--- src/rtl/obstacle_lane_manager.sv ---
// N-lane obstacle engine: per-lane obstacle slots that spawn, scroll once per frame,
// raise collision pulses against the grounded player and render a flat-colour sprite.
module obstacle_lane_manager #(
    parameter int          NUM_LANES  = 3,
    parameter logic [15:0] LANE_X0    = 16'd160,
    parameter logic [15:0] LANE_PITCH = 16'd120,
    parameter logic [15:0] OBS_W      = 16'd64,
    parameter logic [15:0] OBS_H      = 16'd32,
    parameter logic [15:0] SPEED      = 16'd4,
    parameter logic [15:0] HIT_Y_MIN  = 16'd400,
    parameter logic [15:0] HIT_Y_MAX  = 16'd440,
    parameter logic [15:0] SCREEN_H   = 16'd480,
    parameter logic [23:0] OBS_RGB    = 24'hC04020
) (
    input  logic                 i_clk,
    input  logic                 i_rst_n,
    input  logic                 i_frame_tick,
    input  logic                 i_spawn_valid,
    input  logic [2:0]           i_spawn_lane,
    output logic                 o_spawn_ready,
    input  logic [2:0]           i_player_lane,
    input  logic                 i_in_air,
    input  logic [15:0]          i_x,
    input  logic [15:0]          i_y,
    output logic [7:0]           o_red,
    output logic [7:0]           o_green,
    output logic [7:0]           o_blue,
    output logic                 o_sprite_hit,
    output logic                 o_hit,
    output logic [2:0]           o_hit_lane,
    output logic [NUM_LANES-1:0] o_lane_active,
    output logic [15:0]          o_passed_count
);

    typedef enum logic {SLOT_IDLE, SLOT_ACTIVE} slot_state_e;

    slot_state_e          state_q [NUM_LANES];
    slot_state_e          state_d [NUM_LANES];
    logic [15:0]          y_q     [NUM_LANES];
    logic [15:0]          y_d     [NUM_LANES];
    logic [NUM_LANES-1:0] spawn_sel, hit_sel, retire_sel;

    logic        hit_q, hit_d;
    logic [2:0]  hit_lane_q, hit_lane_d;
    logic [15:0] count_q, count_d;
    logic        sprite_q, sprite_d;
    logic [23:0] rgb_q, rgb_d;

    // Lanes beyond NUM_LANES never match, so they can never report ready.
    always_comb begin : spawn_decode
        // NOTE: every combinational output gets a default first so no path leaves it unassigned (no latch).
        o_spawn_ready = 1'b0;
        spawn_sel     = '0;
        for (int k = 0; k < NUM_LANES; k++) begin
            if (i_spawn_lane == 3'(k) && state_q[k] == SLOT_IDLE) o_spawn_ready = 1'b1;
        end
        for (int k = 0; k < NUM_LANES; k++) begin
            spawn_sel[k] = i_spawn_valid && o_spawn_ready && (i_spawn_lane == 3'(k));
        end
    end

    always_comb begin : slot_next_state
        for (int k = 0; k < NUM_LANES; k++) begin : lane
            logic [16:0] y_n;
            y_n           = {1'b0, y_q[k]} + {1'b0, SPEED};
            state_d[k]    = state_q[k];
            y_d[k]        = y_q[k];
            hit_sel[k]    = 1'b0;
            retire_sel[k] = 1'b0;
            case (state_q[k])
                SLOT_IDLE: begin
                    if (spawn_sel[k]) begin
                        state_d[k] = SLOT_ACTIVE;
                        y_d[k]     = '0;
                    end
                end
                SLOT_ACTIVE: begin
                    if (i_frame_tick) begin
                        if (i_player_lane == 3'(k) && !i_in_air &&
                            y_n >= {1'b0, HIT_Y_MIN} && y_n <= {1'b0, HIT_Y_MAX}) begin
                            hit_sel[k] = 1'b1;
                            state_d[k] = SLOT_IDLE;
                        end else if (y_n >= {1'b0, SCREEN_H}) begin
                            retire_sel[k] = 1'b1;
                            state_d[k]    = SLOT_IDLE;
                        end else begin
                            y_d[k] = y_n[15:0];
                        end
                    end
                end
                default: state_d[k] = SLOT_IDLE;
            endcase
        end
    end

    always_comb begin : slot_outputs
        for (int k = 0; k < NUM_LANES; k++) o_lane_active[k] = (state_q[k] == SLOT_ACTIVE);
    end

    // Lowest colliding lane wins the report; retirements on one tick are summed.
    always_comb begin : event_logic
        logic [3:0]  retire_n;
        logic [16:0] count_sum;
        hit_d      = |hit_sel;
        hit_lane_d = hit_lane_q;
        for (int k = NUM_LANES - 1; k >= 0; k--) begin
            if (hit_sel[k]) hit_lane_d = 3'(k);
        end
        retire_n = '0;
        for (int k = 0; k < NUM_LANES; k++) retire_n = retire_n + 4'(retire_sel[k]);
        count_sum = {1'b0, count_q} + 17'(retire_n);
        count_d   = count_sum[16] ? 16'hFFFF : count_sum[15:0];
    end

    always_comb begin : render
        logic [16:0] lane_x;
        sprite_d = 1'b0;
        for (int k = 0; k < NUM_LANES; k++) begin
            lane_x = {1'b0, LANE_X0} + 17'(k) * {1'b0, LANE_PITCH};
            if (o_lane_active[k] &&
                {1'b0, i_x} >= lane_x && {1'b0, i_x} < lane_x + {1'b0, OBS_W} &&
                i_y >= y_q[k] && {1'b0, i_y} < {1'b0, y_q[k]} + {1'b0, OBS_H}) begin
                sprite_d = 1'b1;
            end
        end
        rgb_d = sprite_d ? OBS_RGB : 24'h0;
    end

    always_ff @(posedge i_clk or negedge i_rst_n) begin : slot_regs
        if (!i_rst_n) begin
            // NOTE: the y array is tiny and must read 0 after reset, so it is reset like ordinary flops.
            for (int k = 0; k < NUM_LANES; k++) begin
                state_q[k] <= SLOT_IDLE;
                y_q[k]     <= '0;
            end
        end else begin
            // NOTE: sequential state uses non-blocking assignment so all flops update together.
            for (int k = 0; k < NUM_LANES; k++) begin
                state_q[k] <= state_d[k];
                y_q[k]     <= y_d[k];
            end
        end
    end

    always_ff @(posedge i_clk or negedge i_rst_n) begin : out_regs
        if (!i_rst_n) begin
            hit_q      <= 1'b0;
            hit_lane_q <= '0;
            count_q    <= '0;
            sprite_q   <= 1'b0;
            rgb_q      <= '0;
        end else begin
            hit_q      <= hit_d;
            hit_lane_q <= hit_lane_d;
            count_q    <= count_d;
            sprite_q   <= sprite_d;
            rgb_q      <= rgb_d;
        end
    end

    assign o_hit          = hit_q;
    assign o_hit_lane     = hit_lane_q;
    assign o_passed_count = count_q;
    assign o_sprite_hit   = sprite_q;
    assign o_red          = rgb_q[23:16];
    assign o_green        = rgb_q[15:8];
    assign o_blue         = rgb_q[7:0];

endmodule

--- config.mk ---
export PLATFORM = sky130hd
export DESIGN_NAME = obstacle_lane_manager
export DESIGN_NICKNAME = d
export VERILOG_FILES = /design/src/rtl/obstacle_lane_manager.sv
export SDC_FILE = /design/constraint.sdc
export NUM_CORES = 1
export LEC_CHECK = 0
export BUFFER_PORTS_ARGS = -buffer_cell sky130_fd_sc_hd__buf_2
export CAP_MARGIN = 5
export CELL_PAD_IN_SITES_DETAIL_PLACEMENT = 0
export CELL_PAD_IN_SITES_GLOBAL_PLACEMENT = 2
export CORE_MARGIN = 8
export CORE_UTILIZATION = 38
export CTS_CLUSTER_SIZE = 40
export DETAILED_ROUTE_END_ITERATION = 10
export PLACE_DENSITY = 0.93
export SLEW_MARGIN = 20
export SYNTH_ARGS = -nofsm -noshare
export SYNTH_HDL_FRONTEND = slang
export SYNTH_SLANG_ARGS = --single-unit
--- constraint.sdc ---
create_clock -name i_clk -period 7.41 [get_ports i_clk]
set_clock_uncertainty 0.2 [all_clocks]
set_input_delay 0.741 -clock i_clk [delete_from_list [all_inputs] [get_ports i_clk]]
set_output_delay 0.741 -clock i_clk [all_outputs]
set_load 0.005 [all_outputs]
# Word-level counts from Yosys, hierarchy flattened
# Index checks and enable logic that the tools add are counted.
# Widths: inputs -> output; s select.
[classes] shift=0 multipliers=0 mux=62 reduce_logical=36 eq_ne=16 n_lt_le_gt_ge=21 n_div=0 add_sub_neg=9 n_bitwise=3
[ops] cell="$mux 16" n=13
[ops] cell="$ge 17x9->1 const B" n=6
[ops] cell="$pmux 16 s2" n=3
[ops] cell="$add 16x3->17 const B" n=3
[ops] cell="$add 16x6->17 const B" n=3
[ops] cell="$le 17x9->1 const B" n=3
[ops] cell="$lt 16x17->1" n=3
[ops] cell="$ge 16x16->1" n=3
[ops] cell="$mux 1" n=39
[ops] cell="$ge 16x9->1 const B" n=2
[ops] cell="$lt 16x9->1 const B" n=2
[ops] cell="$logic_and 1x1->1" n=28
[ops] cell="$mux 24" n=1
[ops] cell="$ne 2x2->1 const B" n=12
[ops] cell="$add 16x3->17" n=1
[ops] cell="$ge 16x8->1 const B" n=1
[ops] cell="$lt 16x8->1 const B" n=1
[ops] cell="$reduce_and 4->1" n=3
[ops] cell="$mux 3" n=3
[ops] cell="$eq 3x1->1 const B" n=2
[ops] cell="$eq 3x2->1 const B" n=2
[ops] cell="$logic_not 3->1" n=2
[ops] cell="$pmux 1 s2" n=3
[ops] cell="$add 2x1->3" n=1
[ops] cell="5 further kinds" n=7
[word_totals] ramBits=0 word_cells=158 mem_count=0 mem_bits_ro=0 latch_bits=0 regBits=96 output_inout_bits=49 input_bits=43

# Longest topological paths before layout
[depth] depth_word=11 depth_mapped=19

# Worst setup path before layout
# OpenSTA, ideal clock, no wires.
[synth_timing] path_kind="register to register" from="reg y_q[3] in the netlist's numbering" to="reg count_q[10] (netlist: o_passed_count[10])" setup_ns=0.134 arrival_ns=3.915 stages_incl_launch_ff=20 setup_slack_ns=3.161 required_ns=7.076 synth_period_minus_slack_ns=4.249 path_cell_list="dfrtp_1 > ha_1 > clkbuf_1 > nand3_1 > o311ai_0 > nand2_1 > nand4_1 > o21bai_1 > nand3_1 > fa_1 > inv_1 > ha_1 > fa_1 > and3_1 > nand3_1 > nor2_1 > nand3_1 > or2_2 > clkbuf_1 > nand2_1"
[synth_via] elab_chain_len=10
[synth_rtl] element="from (decl)" line="39" source="logic [15:0] y_q [NUM_LANES];"
[synth_rtl] element="from (signal, indexed assignment)" line="140" source="y_q[k] <= y_d[k];"
[synth_rtl] element="$add 16x3->17 (*)" line="65" source="y_n = {1'b0, y_q[k]} + {1'b0, SPEED};"
[synth_rtl] element="$ge 17x9->1" line="80" source="y_n >= {1'b0, HIT_Y_MIN} && y_n <= {1'b0, HIT_Y_MAX}) begin"
[synth_rtl] element="$logic_and 1x1->1" line="79" source="if (i_player_lane == 3'(k) && !i_in_air &&"
[synth_rtl] element="$logic_and 1x1->1" line="80"
[synth_rtl] element="$mux 1 (*)" line="79"
[synth_rtl] element="$mux 1 (*)" line="78" source="if (i_frame_tick) begin"
[synth_rtl] element="$mux 1 (*)" line="70" source="case (state_q[k])"
[synth_rtl] element="$add 2x1->3 (*)" line="110" source="for (int k = 0; k < NUM_LANES; k++) retire_n = retire_n + 4'(retire_sel[k]);"
[synth_rtl] element="$add 16x3->17 (*)" line="111" source="count_sum = {1'b0, count_q} + 17'(retire_n);"
[synth_rtl] element="$mux 16 (*)" line="112" source="count_d = count_sum[16] ? 16'hFFFF : count_sum[15:0];"
[synth_rtl] element="via count_d[10]" line="45" source="logic [15:0] count_q, count_d;"
[synth_rtl] element="to (signal assigned)" line="155" source="count_q <= count_d;"
[synth_rtl] element="to (decl)" line="45"
# The timed path passes the listed nets; every way through them passes the cells marked *.
# A chain may end at the register's enable or synchronous reset.

# Worst setup path in the final report
[layout_timing] from="reg y_q[34] in the netlist's numbering" to="reg count_q[0] (netlist: o_passed_count[0])"
[layout_via] elab_chain_len=11
[layout_rtl] element="$add 16x3->17 (*)" line="65"
[layout_rtl] element="$ge 17x9->1" line="80"
[layout_rtl] element="$logic_and 1x1->1" line="79"
[layout_rtl] element="$logic_and 1x1->1" line="80"
[layout_rtl] element="$mux 1 (*)" line="79"
[layout_rtl] element="$mux 1 (*)" line="78"
[layout_rtl] element="$mux 1 (*)" line="70"
[layout_rtl] element="$add 1x1->2 (*)" line="110"
[layout_rtl] element="$add 2x1->3 (*)" line="110"
[layout_rtl] element="$add 16x3->17 (*)" line="111"
[layout_rtl] element="$mux 16 (*)" line="112"
[layout_rtl] element="via count_d[0]" line="45"
# Marks and branches as above.

==> flow_summary_export.csv <==
group,metric,value,unit
status,outcome,"completed",
clock_network,cts-resized-gates,0,
synthesis,dominantRegCellSynth,"dfrtp_1",
synthesis,postSynthCellCount,786,
global_routing,number_of_global_route_vias_before_repair,5526,
global_routing,globalRouteTotalUtil,16.0,%
placement,dp_hpwl,13400,um
layout,postLayoutCellArea,7330,um^2
setup_path,worstPathRequired,7.49,ns
placement,postPlaceCellArea,7000,um^2
synthesis,postSynthAreaPerCell,8.46,um^2
layout,layout.nets,956,
power_and_ir_drop,power_per_cell_area,233,nW/um^2
synthesis,synth.largest_area_cell,"dfrtp_1",
timing,post-route-period-util,65.8,%
timing,finalSetupViolCount,0,
layout,antennaDiodeCount,0,
layout,finalNonFillerCells,1055,
setup_path,timing.critical_path.from_type,"flop",
floorplan,die_area,22000,um^2
layout,fill_cell_count,1765,
synthesis,ffs_latches_synth,65,
global_routing,grt_antenna_before_repair,0,
floorplan,die_width,148,um
power_and_ir_drop,power.static_leakage,0.00331,uW
timing,fmaxAchievable,205,MHz
timing,finalHoldViolCount,0,
timing,fin_setup_tns,0,ns
synthesis,synth-seq-area-share,24.5,%
setup_path,critical_path.endpoint_type,"flop",
global_routing,grt_start_max_net_pins,66,
synthesis,synth_area,6650,um^2
timing,slew_at_the_pin_closest_to_its_max_slew_limit,0.979,ns
route,avgViaCountPerCell,5.47,
synthesis,synth_top_cells_by_count,"86 x ha_1, 65 x dfrtp_1, 56 x inv_1",
route,ant_nets,0,
power_and_ir_drop,power_frac_comb,37.5,%
clock_network,cts_setup_buffers,0,
layout,final_layout_size_suffix_gt1_share,14.0,%
synthesis,synth-edff-count,0,
clock_network,later_pin_clock_latency_in_the_skew_report,0.34,ns
route,drc,0,
power_and_ir_drop,switchingPower,703,uW
floorplan,floorplan.die.height,148,um
clock_network,cts.htree.levels,3,
setup_path,crit_path_max_fanout,13,
power_and_ir_drop,seq_power_share,33.5,%
clock_network,worst_setup_hold_path_clk_slew,0.06,ns
power_and_ir_drop,share_clk_of_total_power,28.9,%
synthesis,synth_largest_type_area_fraction,24.5,%
global_routing,overflow,0,
run,timing.max_cap.violations,0,
power_and_ir_drop,ir_drop_worst_case_vdd,0.000127,V
placement,gp_congestion,0.844,
timing,rsz0062_at_grt,"no",
power_and_ir_drop,swShare,41.2,%
global_routing,grt_pass1_wl,28500,um
floorplan,row_count,48,
synthesis,synthTopCellsByArea,"dfrtp_1 24%, ha_1 16%, xnor2_1 5.4%",
clock_network,hold_buffers,0,
timing,hold-worst-slack,0.299,ns
route,route.vias.total,5774,
synthesis,synth_async_sr_flop_share,100,%
clock_network,ctsLongestPathBuffers,2,
timing,final_max_slew_viol_count,0,
floorplan,core_area,17200,um^2
worst_hold_path,timing.hold.worst.class,"flop to flop",
timing,relSlewSlack,34.6,%
floorplan,io_pins,92,
clock_network,cts_root_buf,"clkbuf_16",
clock_network,cts_buffers,9,
power_and_ir_drop,internal-power,1000,uW
timing,period_needed,4.88,ns
clock_network,clock_sinks,65,
clock_network,tritoncts_clock_tree,"done",
route,detailedRoute.firstPassIterationCount,5,
setup_path,critical_path_arrival,4.96,ns
layout,flow.area_growth_from_synthesis,10.3,%
synthesis,synth_most_common_cell,"ha_1",
floorplan,start_util,38.6,%
synthesis,synth.distinct_cells,81,
layout,finalCoreUtilization,42.6,%
synthesis,synth-warning-count,0,
route,wl,17300,um
placement,place.detailed.instances,1039,
placement,port_buffers,65,
route,drt_iter0_drc,470,
setup_path,timing.setup.critical_path_class,"flop to flop",
route,route.detailed.wl_per_inst,16.4,um
logic make-up after synthesis:
kind of cell,Yosys count,synth area share [%]
mux,10,1.58
buf+inv,114,8.28
xor+xnor,49,6.45
other cells,1,0.0564
compound gates,176,19.2
simple gates,283,23.2
flops,65,24.5
fa+ha+maj,88,16.8
sequential cells by signal (all words and copies together) (netlist names):
name            cells
y_q                42
o_passed_count     16
o_lane_active       3
o_hit_lane          2
o_hit               1
rgb_q               1
stage by stage:
stage                     power, uW  worst slack (ns)
final                          1710              2.53
after global routing           1850              2.18
after CTS                      1720              2.53
after detailed placement       1220              2.55
after global placement         1210              2.60
after floorplan                1040              3.16
critical path, cell delays in order, from the launching register on:
cell and delay [ns]:
dfrtp_1 0.54, ha_1 0.45, nand4_1 0.28, a311oi_1 0.32
a21oi_1 0.12, a2111o_1 0.45, o211ai_1 0.28, fa_1 0.45
inv_1 0.07, ha_1 0.18, fa_1 0.23, and3_1 0.22
nand3_1 0.11, nor2_1 0.20, nand3_1 0.14, or2_2 0.44
nand2b_1 0.12
path summary, 6_finish.rpt:
| check | startpoint | end | slack, ns | depth (start not counted) |
|---|---|---|---|---|
| min reg2reg | o_hit_lane[0]$_DFFE_PN0P_ | o_hit_lane[0]$_DFFE_PN0P_ | 0.30 | 1 |
| min | o_hit_lane[0]$_DFFE_PN0P_ | o_hit_lane[0]$_DFFE_PN0P_ | 0.30 | 1 |
| max in group asynchronous | i_rst_n | y_q[41]$_DFFE_PN0P_ | 6.04 | 2 |
| min in group asynchronous | i_rst_n | y_q[2]$_DFFE_PN0P_ | 0.38 | 2 |
| max | y_q[34]$_DFFE_PN0P_ | o_passed_count[0]$_DFF_PN0_ | 2.53 | 16 |
| max reg2reg | y_q[34]$_DFFE_PN0P_ | o_passed_count[0]$_DFF_PN0_ | 2.53 | 16 |
placed cells by master, fill, tap and decap left out, drive strengths merged, types with 4 or more instances in the layout:
| cell type | count |
|---|---|
| mux2i | 6 |
| nand3b | 6 |
| nand2 | 50 |
| a221oi | 6 |
| mux2 | 4 |
| nor2 | 46 |
| and3 | 17 |
| o21ai | 27 |
| a21o | 18 |
| nor3 | 20 |
| a21oi | 30 |
| o21a | 7 |
| or4 | 4 |
| and2 | 27 |
| a22o | 7 |
| clkbuf | 10 |
| nand3 | 43 |
| nor4 | 9 |
| nand4 | 26 |
| nor2b | 5 |
| and4 | 4 |
| inv | 60 |
| conb | 21 |
| xnor2 | 41 |
| o311ai | 5 |
| dfrtp | 65 |
| xor2 | 8 |
| buf | 66 |
| ha | 86 |
| nand2b | 11 |
| o211ai | 18 |
| a221o | 4 |
| or3 | 9 |
| a211oi | 7 |
| o2111ai | 5 |
| a31oi | 5 |
power by group through the flow:
stage	Clock, uW	Sequential [uW]	Combinational [uW]
floorplan	0	466	574
global placement	0	577	632
detailed placement	0	577	642
CTS	505	571	646
global route	522	590	738
finish	493	573	641
metal layers:
metal / global-route usage, % / up-vias / share of wire (%)
met2: 23.4 / 130 / 41
met4: 3.88 / 0 / 1.2
met5: 0 / - / 0
met3: 3.56 / 14 / 5.5
met1: 23.1 / 2719 / 52
li1: - / 2911 / -
final cells by class:
type,count,area (um^2),area share [%]
inverter,56,210,2.87
sequential,65,1630,22.2
tap,225,282,3.84
timing repair buffer,66,333,4.54
clock buffer,10,239,3.26
multi-input combinational,627,4550,62.0
clock inverter,6,95.1,1.30
(Power assumes the default switching activity.)
